**src/rtl/arb_pkg.sv**
```systemverilog
// arb_pkg: FSM state and owner encodings shared by the memory arbiter files
package arb_pkg;
  typedef enum logic [1:0] {S_IDLE = 2'd0, S_ACCESS = 2'd1, S_RESP = 2'd2} state_t;
  localparam logic [1:0] OWN_NONE = 2'b00;
  localparam logic [1:0] OWN_CPU  = 2'b01;
  localparam logic [1:0] OWN_LDR  = 2'b10;
endpackage

```
**src/rtl/arb_rr2.sv**
```systemverilog
// arb_rr2: combinational 2-way round-robin picker; bit0 = CPU, bit1 = loader
module arb_rr2 (
  input  logic [1:0] req_i,
  input  logic       last_i,
  output logic [1:0] gnt_o
);
  always_comb gnt_o = &req_i ? (last_i ? 2'b01 : 2'b10) : req_i;
endmodule

```
**src/rtl/arbitro_memoria.sv**
```systemverilog
// arbitro_memoria: CPU/loader arbiter for a single-port synchronous memory.
// Define ARB_LOCK_EN to add ldr_lock, letting the loader keep ownership across transactions.
module arbitro_memoria
  import arb_pkg::*;
#(
  parameter int DATA_W = 16,
  parameter int ADDR_W = 16
) (
  input  logic              clk,
  input  logic              rst,
  input  logic              cpu_req,
  input  logic              cpu_we,
  input  logic [ADDR_W-1:0] cpu_addr,
  input  logic [DATA_W-1:0] cpu_wdata,
  output logic              cpu_ack,
  output logic [DATA_W-1:0] cpu_rdata,
  input  logic              ldr_req,
  input  logic              ldr_we,
  input  logic [ADDR_W-1:0] ldr_addr,
  input  logic [DATA_W-1:0] ldr_wdata,
  output logic              ldr_ack,
  output logic [DATA_W-1:0] ldr_rdata,
`ifdef ARB_LOCK_EN
  input  logic              ldr_lock,
`endif
  output logic [ADDR_W-1:0] mem_addr,
  output logic [DATA_W-1:0] mem_data,
  output logic              mem_we,
  input  logic [DATA_W-1:0] mem_q,
  output logic [1:0]        owner
);
  state_t            state_q;
  logic              last_q, lock_q, we_q, cpu_ack_q, ldr_ack_q, mem_we_q, lock_d;
  logic [1:0]        owner_q, gnt_d;
  logic [ADDR_W-1:0] mem_addr_q;
  logic [DATA_W-1:0] mem_data_q, cpu_rdata_q, ldr_rdata_q;
`ifdef ARB_LOCK_EN
  assign lock_d = ldr_lock;
`else
  assign lock_d = 1'b0;
`endif
  // a held lock masks the CPU so only the loader can be granted
  arb_rr2 u_rr (.req_i({ldr_req, cpu_req & ~lock_q}), .last_i(last_q), .gnt_o(gnt_d));
  always_ff @(posedge clk or posedge rst) begin
    if (rst) begin
      state_q     <= S_IDLE;
      last_q      <= 1'b1;
      lock_q      <= 1'b0;
      we_q        <= 1'b0;
      owner_q     <= OWN_NONE;
      mem_we_q    <= 1'b0;
      mem_addr_q  <= '0;
      mem_data_q  <= '0;
      cpu_ack_q   <= 1'b0;
      ldr_ack_q   <= 1'b0;
      cpu_rdata_q <= '0;
      ldr_rdata_q <= '0;
    end else begin
      cpu_ack_q   <= 1'b0;
      ldr_ack_q   <= 1'b0;
      cpu_rdata_q <= '0;
      ldr_rdata_q <= '0;
      case (state_q)
        S_IDLE: if (|gnt_d) begin
          state_q    <= S_ACCESS;
          owner_q    <= gnt_d[1] ? OWN_LDR : OWN_CPU;
          we_q       <= gnt_d[1] ? ldr_we : cpu_we;
          mem_we_q   <= gnt_d[1] ? ldr_we : cpu_we;
          mem_addr_q <= gnt_d[1] ? ldr_addr : cpu_addr;
          mem_data_q <= gnt_d[1] ? ldr_wdata : cpu_wdata;
        end
        S_ACCESS: begin
          mem_we_q <= 1'b0;
          state_q  <= S_RESP;
        end
        S_RESP: begin
          cpu_ack_q   <= ~owner_q[1];
          ldr_ack_q   <= owner_q[1];
          cpu_rdata_q <= (!owner_q[1] && !we_q) ? mem_q : '0;
          ldr_rdata_q <= (owner_q[1] && !we_q) ? mem_q : '0;
          last_q      <= owner_q[1];
          lock_q      <= owner_q[1] & lock_d;
          owner_q     <= (owner_q[1] & lock_d) ? OWN_LDR : OWN_NONE;
          state_q     <= S_IDLE;
        end
        default: state_q <= S_IDLE;
      endcase
    end
  end
  assign cpu_ack   = cpu_ack_q;
  assign ldr_ack   = ldr_ack_q;
  assign cpu_rdata = cpu_rdata_q;
  assign ldr_rdata = ldr_rdata_q;
  assign mem_addr  = mem_addr_q;
  assign mem_data  = mem_data_q;
  assign mem_we    = mem_we_q;
  assign owner     = owner_q;
endmodule

```
**config.mk**
```make
export PLATFORM = sky130hd
export DESIGN_NAME = arbitro_memoria
export DESIGN_NICKNAME = d
export VERILOG_FILES = /design/src/rtl/arb_pkg.sv /design/src/rtl/arb_rr2.sv /design/src/rtl/arbitro_memoria.sv
export SDC_FILE = /design/constraint.sdc
export NUM_CORES = 1
export LEC_CHECK = 0
export ABC_AREA = 1
export BUFFER_PORTS_ARGS = -buffer_cell sky130_fd_sc_hd__buf_2
export CAP_MARGIN = 0
export CORE_ASPECT_RATIO = 0.6
export CORE_MARGIN = 5
export CORE_UTILIZATION = 38
export CTS_CLUSTER_DIAMETER = 50
export DETAILED_ROUTE_END_ITERATION = 6
export HOLD_SLACK_MARGIN = 0.1
export PLACE_DENSITY_LB_ADDON = 0.25
export SLEW_MARGIN = 20
export SYNTH_ARGS = -nofsm -noshare
export SYNTH_HDL_FRONTEND = slang
export SYNTH_SLANG_ARGS = --single-unit
```
**constraint.sdc**
```tcl
create_clock -name clk -period 3.6 [get_ports clk]
set_input_delay 0.36 -clock clk [delete_from_list [all_inputs] [get_ports clk]]
set_output_delay 0.36 -clock clk [all_outputs]
set_load 0.02 [all_outputs]
```
==> run metrics, run 1 <==
Final Wtd Congestion 0.7002; post-CTS setup buffers 0; worst-skew pair later-pin latency around 320 ps; initial antenna violation count 1; measured slew at the worst slew-check pin 956.7 ps; Tcrit/Tclk final 56.58%; Gate Count Post-Synth 371; Routed Antenna Nets 0; Slowest cell on crit path nand2_2; ranking of synthesized cells by area dfrtp_1, nand2_1, nand3b_1; Initial Util 38.42%; fmax 0.4910 GHz; Pre-Repair DR Iteration Count 4; crit-path max FO 35; cell mode on critical path nand2_1; Critical Path AT 2300 ps; first-pass GRT wire length 13,770 um; commonest non-fill, non-tap cell in the layout buf_2; hold_buf cts 0; P_sw around 1.4 mW; Starting DRT DRC Count 136; final core occ 52.01%; Storage cell area 1828 um^2; worst vdd ir roughly 280 uV; endpoints failing setup 0; drt drc 0; post-synthesis sequential area ratio between 50% and 60%; Worst Path Buf+Inv 0; Net Sw Frac between 30% and 40%; number of global-route vias before repair 2,790; critical path capture point type flip-flop; H-tree depth 3; Synth Register Bits 73; Worst-path clk slew 60 ps; most frequent cells in the layout buf_2, nand2_1, dfrtp_1; leakage power total 2.571 nW; RSZ-0062 raised after global routing false; HP Class input pin to async pin; area delta synth->final 35.39%; # fillers 831; final setup TNS 0 ps; Clock power frac 28.5%; pin count of the biggest net entering global routing 47; crit path cell chain nand2_2 -> nand2_2 -> nand2_1 -> nand2_1 -> nand2_1 -> nand2_1; synthesized area per cell 8.691 um^2; power density over the cells 821.5 nW/um^2; kind of critical path flip-flop to flip-flop; Post-synth EDFFs 0; status finished, final reports clean; via count 2,923; # rows 26; Nets around 600; final wirelength approximately 8900 um; # diodes 0; Post-Syn Nets roughly 460; CTS tree done; CTS buffer count 9; Max Root-Sink Buffers 2; Final Hold Fails 0; Worst Setup Start Kind flip-flop; max-slew violation count 0; Post-Synthesis Cell Area about 3200 um^2; via/cell ratio around 4.6; Die Wd about 130 um; Period minus WS final 2037 ps; delay-heaviest family, CP simple AND/OR/NAND/NOR gates; Synth area leader dfrtp_1; port buffer count 154; Int Pwr 2.172 mW; total gr overflow 0; CP peak stage delay between 600 and 700 ps; Reg power frac 34.5%; max_cap viols 0; CP required 3860 ps; Distinct cells, synth 17; gr usage total 16.75%; Yosys top cell area share between 50% and 60%; Logic pwr share 37.0%; Setup Skew 4.546 ps; slew margin rel. 35.98%; ys async rst share 100.0%; die height 81.35 um; Routed WL per cell 14.10 um; root buffer cell clkbuf_16; cts repair resizes 0; clk sinks 73; share of layout cells above drive strength 1 approximately a third; DP Wirelength about 6000 um; footprint of the multi-input gates 1069 um^2; warnings from Yosys 0; top_reg_cell synth dfrtp_1; core area about 8400 um^2; Ports roughly 160; DIE AREA 10,490 um^2
[Yosys cell counts, types with 2 or more instances]
library cell / instances
nand2_1: 110
clkbuf_1: 3
buf_4: 7
inv_1: 54
nand3b_1: 32
nor2_1: 4
dfrtp_1: 72
nand2_2: 2
buf_2: 12
nor3_1: 32
nand3_1: 37
[stage by stage]
stage	total power [mW]	cells	area (um^2)	setup slack (ps)	hold slack, ps
after floorplan	2.153	371	3224	1388	449.0
after global placement	2.561	616	4019	1464	458.7
after detailed placement	2.586	616	4019	1422	461.9
after CTS	3.627	632	4363	1548	124.4
after global routing	3.822	632	4365	1374	166.3
final	3.586	632	4365	1563	105.1
[per-layer routing]
layer / share of wire [%] / track usage [%] / wire (um)
met1: 47 / 23.32 / 4212
met2: 43 / 25.21 / 3861
met3: 8.6 / 5.979 / 766
met4: 0.66 / 3.669 / 59
met5: 0.12 / 0 / 11
[flip-flops by register name, summed over array words and instances, names as in the netlist]
| name | cells |
|---|---|
| cpu_ack | 1 |
| owner | 2 |
| ldr_rdata | 16 |
| mem_data | 16 |
| last_q | 1 |
| we_q | 1 |
| state_q | 2 |
| ldr_ack | 1 |
| cpu_rdata | 16 |
| mem_addr | 16 |
| mem_we | 1 |
[cell type report]
cell class                      count  share of cell area (%)
Sequential cell                    73                   41.87
Multi-Input combinational cell    221                   24.48
Timing Repair Buffer              155                   17.83
Clock buffer                        9                   5.159
Inverter                           55                   4.729
Tap cell                          112                   3.210
Clock inverter                      7                   2.723
[worst paths after layout]
kind / from / endpoint / slack [ps] / depth (start not counted)
max in group asynchronous: rst / ldr_rdata[15] / 2480 / 3
min in group clk: mem_q[7] / ldr_rdata[7] / 270 / 3
hold / removal: rst / mem_data[3] / 110 / 2
setup / recovery: last_q / mem_we / 1560 / 6
setup reg to reg: last_q / mem_we / 1560 / 6
hold reg to reg: mem_data[13] / mem_data[13] / 470 / 2
[power groups by stage]
| stage | Sequential, mW | Clock, mW | Combinational [mW] |
|---|---|---|---|
| after detailed placement | 1.24 | 0 | 1.34 |
| final | 1.24 | 1.02 | 1.33 |
| after CTS | 1.24 | 1.04 | 1.35 |
| after global routing | 1.27 | 1.09 | 1.46 |
| after global placement | 1.24 | 0 | 1.32 |
| after floorplan | 1.54 | 0 | 0.613 |
[worst register-to-register path: cells and delay by family, from the launching register on]
family / cells / cell delay [ps]
and+or+nand+nor: 6 / 1430
DFF: 1 / 550
[cell families (layout without fill, tap and decap cells)]
family | Yosys count | count (layout) | synth area share, %
buf+inv | 77 | 226 | 10.24
flops | 73 | 73 | 56.69
compound gates | 3 | 3 | 0.8926
simple gates | 218 | 218 | 32.17
(Power assumes the default switching activity.)
==> inputs of run 2 (changes only) <==
- clock period: 3.6 -> 2.1 ns (I/O delays scaled with it)
==> run 2 against run 1 <==
Total power up 69%. Design area up 0.49%. Sequential share of layout area shrank 0.20 points. Worst setup slack got worse by 960 ps. Critical path type unchanged. Critical endpoint is now mem_addr[15].
==> run metrics, run 2 (synthesis gave the netlist of run 1 again) <==
status finished, final reports clean; Critical Path AT around 1700 ps; worst vdd ir 665.7 uV; core area 8393 um^2; met2 Resource Use GR 25.05%; share of layout cells above drive strength 1 34.10%; # rows 26; HP Class input pin to flip-flop; Initial Util 38.42%; die height 81.35 um; post-CTS setup buffers 0; GR Util met1 24.71%; first-pass GRT wire length 14,170 um; R2R setup slack between 500 and 600 ps; Post-Place Cell Area 4061 um^2; final core occ 52.27%; max-slew violation count 0; CTS buffer count 9; final setup TNS 0 ps; CP required 2310 ps; clk sinks 73; crit-path max FO 33; slew margin rel. between 30% and 40%; measured slew at the worst slew-check pin 918.9 ps; Routed WL per cell 14.13 um; CTS tree done; Starting DRT DRC Count 191; Hold Startpoint mem_q[3]; Die Wd 128.9 um; Pre-Repair DR Iteration Count 4; max_cap viols 0; total gr overflow 0; Critical R2R Launch last_q; drt drc 0; Final Hold Fails 0; via/cell ratio 4.587; gr usage total about 17%; Worst-path clk slew 60 ps; RSZ-0062 raised after global routing false; Routed Antenna Nets 0; DP Wirelength 6456 um; leakage power total ~2.6 nW; Tcrit/Tclk final 71.44%; most frequent cells in the layout buf_2, nand2_1, dfrtp_1; Setup Skew 7.883 ps; worst-skew pair later-pin latency 320 ps; Critical Path Source last_q; commonest non-fill, non-tap cell in the layout buf_2; hold_buf cts 1; cts repair resizes 0; root buffer cell clkbuf_16; kind of critical path flip-flop to flip-flop; initial antenna violation count 0; Max Root-Sink Buffers 2; design area about 4400 um^2; area delta synth->final 36.05%; Period minus WS final 1500 ps; fmax 0.6665 GHz; Ports 155; Nets 606; number of global-route vias before repair 2,794; # diodes 0; endpoints failing setup 0; GR peak layer met2; power density over the cells 1380 nW/um^2; port buffer count 154; Final Wtd Congestion between 0.8 and 0.9; met3 Track Usage GR 7.819%; pin count of the biggest net entering global routing 74; # fillers ~830; Worst Setup Start Kind flip-flop; via count 2,922; final wirelength approximately 9000 um; DIE AREA approximately 10,000 um^2; critical path capture point type flip-flop; H-tree depth 3
run 2: cell types whose count changed in the layout (fill, tap and decap cells not counted), sizes merged:
cell | before | now
buf | 155 | 159
bufinv | 3 | 2
clkbuf | 9 | 13
clkinv | 2 | 1
clkinvlp | 2 | 0
dlygate4sd3 | 0 | 1
run 2: critical path, stage by stage, from the launching register on:
cell and delay (ps):
dfstp_2 540, nand2_2 60, nand2_2 490, nand2_1 120, nand3_1 110, nand2_1 60
run 2: power breakdown:
part	switching (mW)	total, mW	leakage [nW]	internal (mW)
logic	1.60	2.31	1.49	0.717
clock network	0.542	1.61	0.154	1.07
registers	0.249	2.12	0.944	1.88
run 2: through the flow:
stage                     cells  power [mW]  setup WS [ps]  hold slack (ps)
final                       637       6.053          599.7            123.5
after CTS                   637       6.125          599.3            110.6
after global placement      620       4.435          508.9            321.7
after global routing        637       6.483          443.5            112.3
after floorplan             371       3.690          38.38            347.9
after detailed placement    620       4.487          446.1            332.6
run 2: final cells by class:
type | instances | area (um^2) | area share, %
flip-flops and latches | 73 | 1828 | 41.67
multi-input cells | 221 | 1066 | 24.30
repair buffers | 160 | 830.8 | 18.94
clock buffers | 13 | 250.2 | 5.705
inverters | 55 | 206.4 | 4.706
well taps | 112 | 140.1 | 3.195
clock inverters | 3 | 65.06 | 1.483
run 2: path summary, 6_finish.rpt:
kind	endpoint	cells after the start
max	mem_addr[15]	5
min	cpu_rdata[3]	3
max reg2reg	mem_addr[15]	5
min reg2reg	mem_addr[5]	2
max in group asynchronous	last_q	4
min in group asynchronous	ldr_rdata[3]	4
run 2: layer usage:
metal	up-vias	wire length, um
met4	0	28
met1	1357	4253
met2	111	3842
met5	-	0
met3	4	874
li1	1450	-
